===== src/rtl/pc_gen_btb_if.sv =====
// rtl/pc_gen_btb_if.sv - fetch-PC generator bundle: stall/redirect/training inputs, PC/prediction outputs
//
// Purpose: groups every non-clock/reset signal of pc_gen_btb.
// Ports (signals):
//   stall, redirect_valid, redirect_pc          pipeline control into the PC generator
//   upd_valid, upd_pc, upd_target, upd_taken    BTB training from EX
//   pc, pc4, npc, pred_taken, pred_target       fetch PC and prediction out of the generator
// Modports: master drives the control/training side, slave is the PC generator.
interface pc_gen_btb_if #(
  parameter int XLEN = 32
);
  logic            stall;
  logic            redirect_valid;
  logic [XLEN-1:0] redirect_pc;
  logic            upd_valid;
  logic [XLEN-1:0] upd_pc;
  logic [XLEN-1:0] upd_target;
  logic            upd_taken;
  logic [XLEN-1:0] pc;
  logic [XLEN-1:0] pc4;
  logic [XLEN-1:0] npc;
  logic            pred_taken;
  logic [XLEN-1:0] pred_target;

  modport master (
    output stall, redirect_valid, redirect_pc,
    output upd_valid, upd_pc, upd_target, upd_taken,
    input  pc, pc4, npc, pred_taken, pred_target
  );

  modport slave (
    input  stall, redirect_valid, redirect_pc,
    input  upd_valid, upd_pc, upd_target, upd_taken,
    output pc, pc4, npc, pred_taken, pred_target
  );
endinterface


===== src/rtl/pc_gen_btb.sv =====
// rtl/pc_gen_btb.sv - next-PC generator with direct-mapped BTB and 2-bit counters
//
// Purpose: holds the fetch PC, applies redirect/stall, and predicts taken
// control flow at fetch using a direct-mapped branch target buffer.
// Ports:
//   clk   in  rising-edge clock
//   rst   in  synchronous active-high reset
//   bus   slave modport of pc_gen_btb_if:
//         stall, redirect_valid, redirect_pc, upd_valid, upd_pc, upd_target,
//         upd_taken in; pc, pc4, npc, pred_taken, pred_target out
module pc_gen_btb #(
  parameter int              XLEN        = 32,
  parameter logic [XLEN-1:0] RESET_PC    = '0,
  parameter int              BTB_ENTRIES = 16,
  parameter bit              BTB_EN      = 1'b1
) (
  input  logic         clk,
  input  logic         rst,
  pc_gen_btb_if.slave  bus
);
  localparam int IDX_W = $clog2(BTB_ENTRIES);
  localparam int TAG_W = XLEN - IDX_W - 2;

  logic [XLEN-1:0] pc_q;
  logic [XLEN-1:0] pc4;
  logic [XLEN-1:0] npc;
  logic            pred_taken;
  logic [XLEN-1:0] pred_target;

  // Wraps naturally at 2^XLEN.
  assign pc4 = pc_q + XLEN'(4);

  always_comb begin
    npc = pc4;
    if (rst)
      npc = RESET_PC;
    else if (bus.redirect_valid)
      npc = {bus.redirect_pc[XLEN-1:2], 2'b00};
    else if (bus.stall)
      npc = pc_q;
    else if (pred_taken)
      npc = pred_target;
  end

  always_ff @(posedge clk) begin
    if (rst)
      pc_q <= RESET_PC;
    else
      pc_q <= npc;
  end

  // Redirect targets are forced word-aligned, so the low bits never matter.
  logic unused_redirect_lsb;
  assign unused_redirect_lsb = ^bus.redirect_pc[1:0];

  generate
    if (BTB_EN) begin : g_btb
      logic [BTB_ENTRIES-1:0] valid;
      logic [1:0]             ctr    [BTB_ENTRIES];
      logic [TAG_W-1:0]       tag    [BTB_ENTRIES];
      logic [XLEN-1:0]        target [BTB_ENTRIES];

      logic [IDX_W-1:0] rd_idx;
      logic [IDX_W-1:0] wr_idx;
      logic [TAG_W-1:0] rd_tag;
      logic [TAG_W-1:0] wr_tag;
      logic             rd_hit;
      logic             wr_hit;

      assign rd_idx = pc_q[IDX_W+1:2];
      assign rd_tag = pc_q[XLEN-1:IDX_W+2];
      assign wr_idx = bus.upd_pc[IDX_W+1:2];
      assign wr_tag = bus.upd_pc[XLEN-1:IDX_W+2];

      // Lookup reads the arrays before this edge's training write lands,
      // so a same-index update is only seen on the following cycle.
      assign rd_hit      = valid[rd_idx] && (tag[rd_idx] == rd_tag);
      assign wr_hit      = valid[wr_idx] && (tag[wr_idx] == wr_tag);
      assign pred_taken  = rd_hit && ctr[rd_idx][1];
      assign pred_target = target[rd_idx];

      always_ff @(posedge clk) begin
        if (rst) begin
          for (int i = 0; i < BTB_ENTRIES; i++) begin
            valid[i]  <= 1'b0;
            ctr[i]    <= 2'b00;
            tag[i]    <= '0;
            target[i] <= '0;
          end
        end else if (bus.upd_valid) begin
          if (wr_hit) begin
            if (bus.upd_taken) begin
              if (ctr[wr_idx] != 2'b11)
                ctr[wr_idx] <= ctr[wr_idx] + 2'b01;
              target[wr_idx] <= bus.upd_target;
            end else if (ctr[wr_idx] != 2'b00) begin
              ctr[wr_idx] <= ctr[wr_idx] - 2'b01;
            end
          end else if (bus.upd_taken) begin
            // Allocate fresh entries as weak-taken, evicting any alias.
            valid[wr_idx]  <= 1'b1;
            tag[wr_idx]    <= wr_tag;
            target[wr_idx] <= bus.upd_target;
            ctr[wr_idx]    <= 2'b10;
          end
        end
      end

      logic unused_upd_lsb;
      assign unused_upd_lsb = ^bus.upd_pc[1:0];
    end else begin : g_no_btb
      assign pred_taken  = 1'b0;
      assign pred_target = '0;

      logic unused_upd;
      assign unused_upd = ^{bus.upd_valid, bus.upd_pc, bus.upd_target, bus.upd_taken};
    end
  endgenerate

  assign bus.pc          = pc_q;
  assign bus.pc4         = pc4;
  assign bus.npc         = npc;
  assign bus.pred_taken  = pred_taken;
  assign bus.pred_target = pred_target;
endmodule


===== src/flat_wrapper.sv =====
// flat-port wrapper written by rule: the top's interface ports become plain ports
module pc_gen_btb_flat 
#(
  parameter int              XLEN        = 32,
  parameter logic [XLEN-1:0] RESET_PC    = '0,
  parameter int              BTB_ENTRIES = 16,
  parameter bit              BTB_EN      = 1'b1
)
  (clk, rst, bus_stall, bus_redirect_valid, bus_redirect_pc, bus_upd_valid, bus_upd_pc, bus_upd_target, bus_upd_taken, bus_pc, bus_pc4, bus_npc, bus_pred_taken, bus_pred_target);
  pc_gen_btb_if #(.XLEN(XLEN)) bus_i ();
  input  logic clk;
  input  logic rst;
  input wire logic [$bits(bus_i.stall)-1:0] bus_stall;
  input wire logic [$bits(bus_i.redirect_valid)-1:0] bus_redirect_valid;
  input wire logic [$bits(bus_i.redirect_pc)-1:0] bus_redirect_pc;
  input wire logic [$bits(bus_i.upd_valid)-1:0] bus_upd_valid;
  input wire logic [$bits(bus_i.upd_pc)-1:0] bus_upd_pc;
  input wire logic [$bits(bus_i.upd_target)-1:0] bus_upd_target;
  input wire logic [$bits(bus_i.upd_taken)-1:0] bus_upd_taken;
  output wire logic [$bits(bus_i.pc)-1:0] bus_pc;
  output wire logic [$bits(bus_i.pc4)-1:0] bus_pc4;
  output wire logic [$bits(bus_i.npc)-1:0] bus_npc;
  output wire logic [$bits(bus_i.pred_taken)-1:0] bus_pred_taken;
  output wire logic [$bits(bus_i.pred_target)-1:0] bus_pred_target;
  assign bus_i.stall = bus_stall;
  assign bus_i.redirect_valid = bus_redirect_valid;
  assign bus_i.redirect_pc = bus_redirect_pc;
  assign bus_i.upd_valid = bus_upd_valid;
  assign bus_i.upd_pc = bus_upd_pc;
  assign bus_i.upd_target = bus_upd_target;
  assign bus_i.upd_taken = bus_upd_taken;
  assign bus_pc = bus_i.pc;
  assign bus_pc4 = bus_i.pc4;
  assign bus_npc = bus_i.npc;
  assign bus_pred_taken = bus_i.pred_taken;
  assign bus_pred_target = bus_i.pred_target;
  pc_gen_btb #(.XLEN(XLEN), .RESET_PC(RESET_PC), .BTB_ENTRIES(BTB_ENTRIES), .BTB_EN(BTB_EN)) u_core (.clk(clk), .rst(rst), .bus(bus_i));
endmodule

===== config.mk =====
export PLATFORM = sky130hd
export DESIGN_NAME = pc_gen_btb_flat
export DESIGN_NICKNAME = d
export VERILOG_FILES = /design/src/rtl/pc_gen_btb_if.sv /design/src/rtl/pc_gen_btb.sv /design/src/flat_wrapper.sv
export SDC_FILE = /design/constraint.sdc
export NUM_CORES = 2
export LEC_CHECK = 0
export CAP_MARGIN = 10
export CORE_MARGIN = 8
export CORE_UTILIZATION = 50
export CTS_BUF_LIST = sky130_fd_sc_hd__clkbuf_4
export DETAILED_ROUTE_END_ITERATION = 12
export PLACE_DENSITY = 0.65
export SYNTH_ARGS = -nofsm -noshare
export SYNTH_HDL_FRONTEND = slang
export SYNTH_SLANG_ARGS = --single-unit
export TNS_END_PERCENT = 20

===== constraint.sdc =====
create_clock -name clk -period 9.7 [get_ports clk]
set_clock_uncertainty 0.2 [all_clocks]
set_input_delay 1.94 -clock clk [delete_from_list [all_inputs] [get_ports clk]]
set_output_delay 1.94 -clock clk [all_outputs]
set_load 0.05 [all_outputs]

==> out/metrics.yaml <==
clocking:
  ctsResizeCount: 0
  cts_tree: "done"
  cts.path.max_buffers: 4
  clkLatencyLatePin_ps: 1200
  ctsHtreeMaxLevel: 5
  clkTransAtPathRegs_ps: 70
  clockRootBuffer: "clkbuf_4"
  cts-buffers-inserted: 288
  cts_sinks: 1008
  hold_buffers: 0
  post_cts_buffers: 0
global_routing:
  grt_max_degree: 303
  grt.total_usage: 0.308
  grt_pass1_vias: 36104
  grt_pass1_wl_um: 252000
  grt_overflow: 0
  antenna_found_initial: 19
setup_path:
  endpoint_kind: "output port"
  cp_top_family: "buffers and inverters"
  critPathRequiredTime_ps: 7560
  crit_type: "register to output port"
  crit_chain: "buf_4, mux4_2, a22o_1, a221oi_1, xnor2_1, nor3_1, and4_1, buf_4, a31oi_1, a221oi_1, clkdlybuf4s50_1"
  critPathLaunchType: "register"
  crit_fanout: 30
  ff2ff_path_depth: 9
  cp_slowest_cell: "clkdlybuf4s50_1"
  crit_path_start: "u_core.bus.pc[2]$_SDFF_PP0_"
  path_buf_inv: 3
  rr_startpoint: "u_core.g_btb.tag[15][0]$_SDFFCE_PN0P_"
  cp_num_cells: 11
  cp_data_arrival_time_ps: 6780
  crit_path_max_incr_delay_ps: 890
synth:
  muxShareOfSynthArea: 0.171
  ys_seq_area_frac: 0.579
  synth-seq-cells: 1008
  yosys_most_used_dff: "edfxtp_1"
  syn_area_um2: 51400
  synth_cell_type_count: 68
  yosysWarnings: 0
  synth_edf_count: 960
  syn-num-nets: 3806
  synth_compound_area_frac: 0.0546
  synth_top_family_by_area: "multiplexers"
  synth_xor_area_frac: 0.0135
  synthCells: 3703
  synthSimpleGateAreaFrac: 0.144
  synthAdderAreaFrac: 0.000243
  async_reset_ff_frac: 0
  avgSynthCellArea_um2: 13.9
place:
  hpwl_um: 105000
  globalplace.congestion: 0.856
  place_area_um2: 54800
  port_buffers: 226
route:
  wire_per_inst_um: 32.9
  postRouteAntennaNets: 0
  drtIter0Drc: 5595
  viasPerCell: 6.75
  vias: 36739
  drc: 0
  dr.pass1.iters: 5
  drt-total-wl_um: 179000
pwr:
  p_leak_nw: 21.6
  fin_total_pwr_w: 0.0106
  ir_worst_vdd_mv: 0.0906
  power_density_nw_per_um2: 182
timing:
  slew_viol_final: 0
  timing.setup.tns_ps: 0
  setup_viol: 0
  slew_headroom: 0.0983
  fmax_mhz: 112
  tightestPinTransition_ps: 1340
  period_share: 0.919
  rsz0062_at_grt: "no"
  period_minus_slack_ps: 8920
  hold_viol: 0
final_layout:
  area_growth_pct: 13.3
  drive_gt1_frac: 0.228
  finish.net_count: 3995
  finalInstanceArea_um2: 58200
  fillers: 8270
die:
  die_x_um: 337
  num_io_pins: 231
  initial_core_util: 0.505
  fp.dieArea_um2: 113000
  core_um2: 102000
  die_y_um: 337
  num_rows: 117
job:
  drv_cap: 0
min_path:
  hold_start: "u_core.g_btb.valid[1]$_SDFFE_PP0N_"
  holdPathStages: 1
  hold_class: "register to register"
status:
  outcome: "finished, final reports clean"
[state kept, by name, summed over array words and instances (netlist names)]
name,flops
u_core.bus.pc,32
u_core.g_btb.ctr,32
u_core.g_btb.tag,416
u_core.g_btb.target,512
u_core.g_btb.valid,16
[worst reg2reg max path: cells and delay by family, from the launching register on]
| kind | cells | cell delay, ps |
|---|---|---|
| AOI/OAI and AO/OA | 2 | 430 |
| xor gates and xnor gates | 1 | 170 |
| DFF | 1 | 380 |
| muxes | 2 | 700 |
| and+or+nand+nor | 4 | 2810 |
[placed cells by master, fill, tap and decap left out, types with 9 or more instances in the layout]
cell type / count
a21o_1: 34
a21oi_1: 76
a221oi_1: 74
a22oi_1: 40
a31oi_1: 27
and2_1: 287
and3_1: 521
buf_4: 102
clkbuf_4: 414
clkdlybuf4s50_1: 220
clkinv_1: 36
dfxtp_1: 44
diode_2: 12
edfxtp_1: 960
inv_1: 12
inv_2: 10
mux2i_1: 201
mux4_2: 296
nand2_1: 81
nand3_1: 56
nand4_1: 15
nor2_1: 41
nor2_4: 9
nor3_1: 9
nor3_2: 22
nor4_1: 155
o21ai_0: 69
o21ai_4: 16
o21bai_1: 17
or2_2: 10
xnor2_1: 55
xor2_1: 24
[path summary, 6_finish.rpt]
path	slack [ps]	endpoint
hold / removal	280	u_core.g_btb.valid[1]$_SDFFE_PP0N_
setup / recovery	780	bus_npc[3]
setup reg to reg	4470	u_core.g_btb.tag[9][14]$_SDFFCE_PN0P_
hold reg to reg	280	u_core.g_btb.valid[1]$_SDFFE_PP0N_
[cells in the mapped netlist (6+ instances only)]
cell type,instances,area (µm²)
nand3_1,57,285
a31oi_1,27,169
a21o_1,34,255
buf_4,18,135
nor2b_1,6,37.5
nand4_1,15,93.8
buf_6,9,101
o21ai_0,85,425
buf_2,78,390
dfxtp_1,48,961
a221oi_1,74,648
xor2_1,24,210
edfxtp_1,960,28800
xnor2_1,55,482
and3_1,522,3270
mux2i_1,201,2010
clkbuf_1,305,1140
and2_1,288,1800
inv_1,14,52.6
a22oi_1,40,300
a22o_1,8,70.1
a21oi_1,76,380
mux4_2,296,6670
nor2_1,50,188
or2_2,7,43.8
o21bai_1,17,128
o22ai_1,8,50.1
buf_1,24,90.1
nand2_1,81,304
or2_1,9,56.3
mux2_2,8,90.1
nor4_1,156,976
nor3_1,31,155
[where the power goes]
| part | internal, W | leakage, nW | switching, W |
|---|---|---|---|
| Sequential | 0.00499 | 9.56 | 0.000132 |
| Combinational | 0.000573 | 9.96 | 0.00106 |
| Clock | 0.00204 | 2.05 | 0.00180 |
[cell type report]
type	count	area, µm²	share of cell area
sequential	1008	29800	0.512
multi-input combinational	2241	20100	0.345
inverter	20	76.3	0.00131
tap	1368	1710	0.0294
timing repair buffer	333	3140	0.0539
clock inverter	48	298	0.00511
antenna	12	30.0	0.000516
clock buffer	414	3110	0.0534
[per-layer routing]
| layer | vias up | global-route usage | share of wire |
|---|---|---|---|
| li1 | 15144 | - | - |
| met4 | 8 | 0.111 | 0.035 |
| met1 | 18637 | 0.418 | 0.38 |
| met5 | - | 0 | 0.00030 |
| met2 | 2545 | 0.458 | 0.44 |
| met3 | 405 | 0.110 | 0.14 |
[per-stage QoR]
step	setup slack (ps)	hold WS, ps	utilization	std cells
2_1_floorplan	2690	243	-	3703
3_3_place_gp	1970	255	0.538	4970
3_5_place_dp	1970	268	0.538	4970
4_1_cts	739	282	0.571	5432
5_1_grt	512	304	0.571	5439
6_report	784	281	0.572	5444
[cells by family (layout without fill, tap and decap cells)]
| kind of cell | Yosys count | after routing |
|---|---|---|
| xor gates and xnor gates | 79 | 79 |
| buffers and inverters | 454 | 815 |
| adders and majority gates | 1 | 1 |
| muxes | 505 | 505 |
| DFF | 1008 | 1008 |
| and+or+nand+nor | 1246 | 1246 |
| other | 0 | 12 |
| AOI/OAI and AO/OA | 410 | 410 |
(Power assumes the default switching activity.)
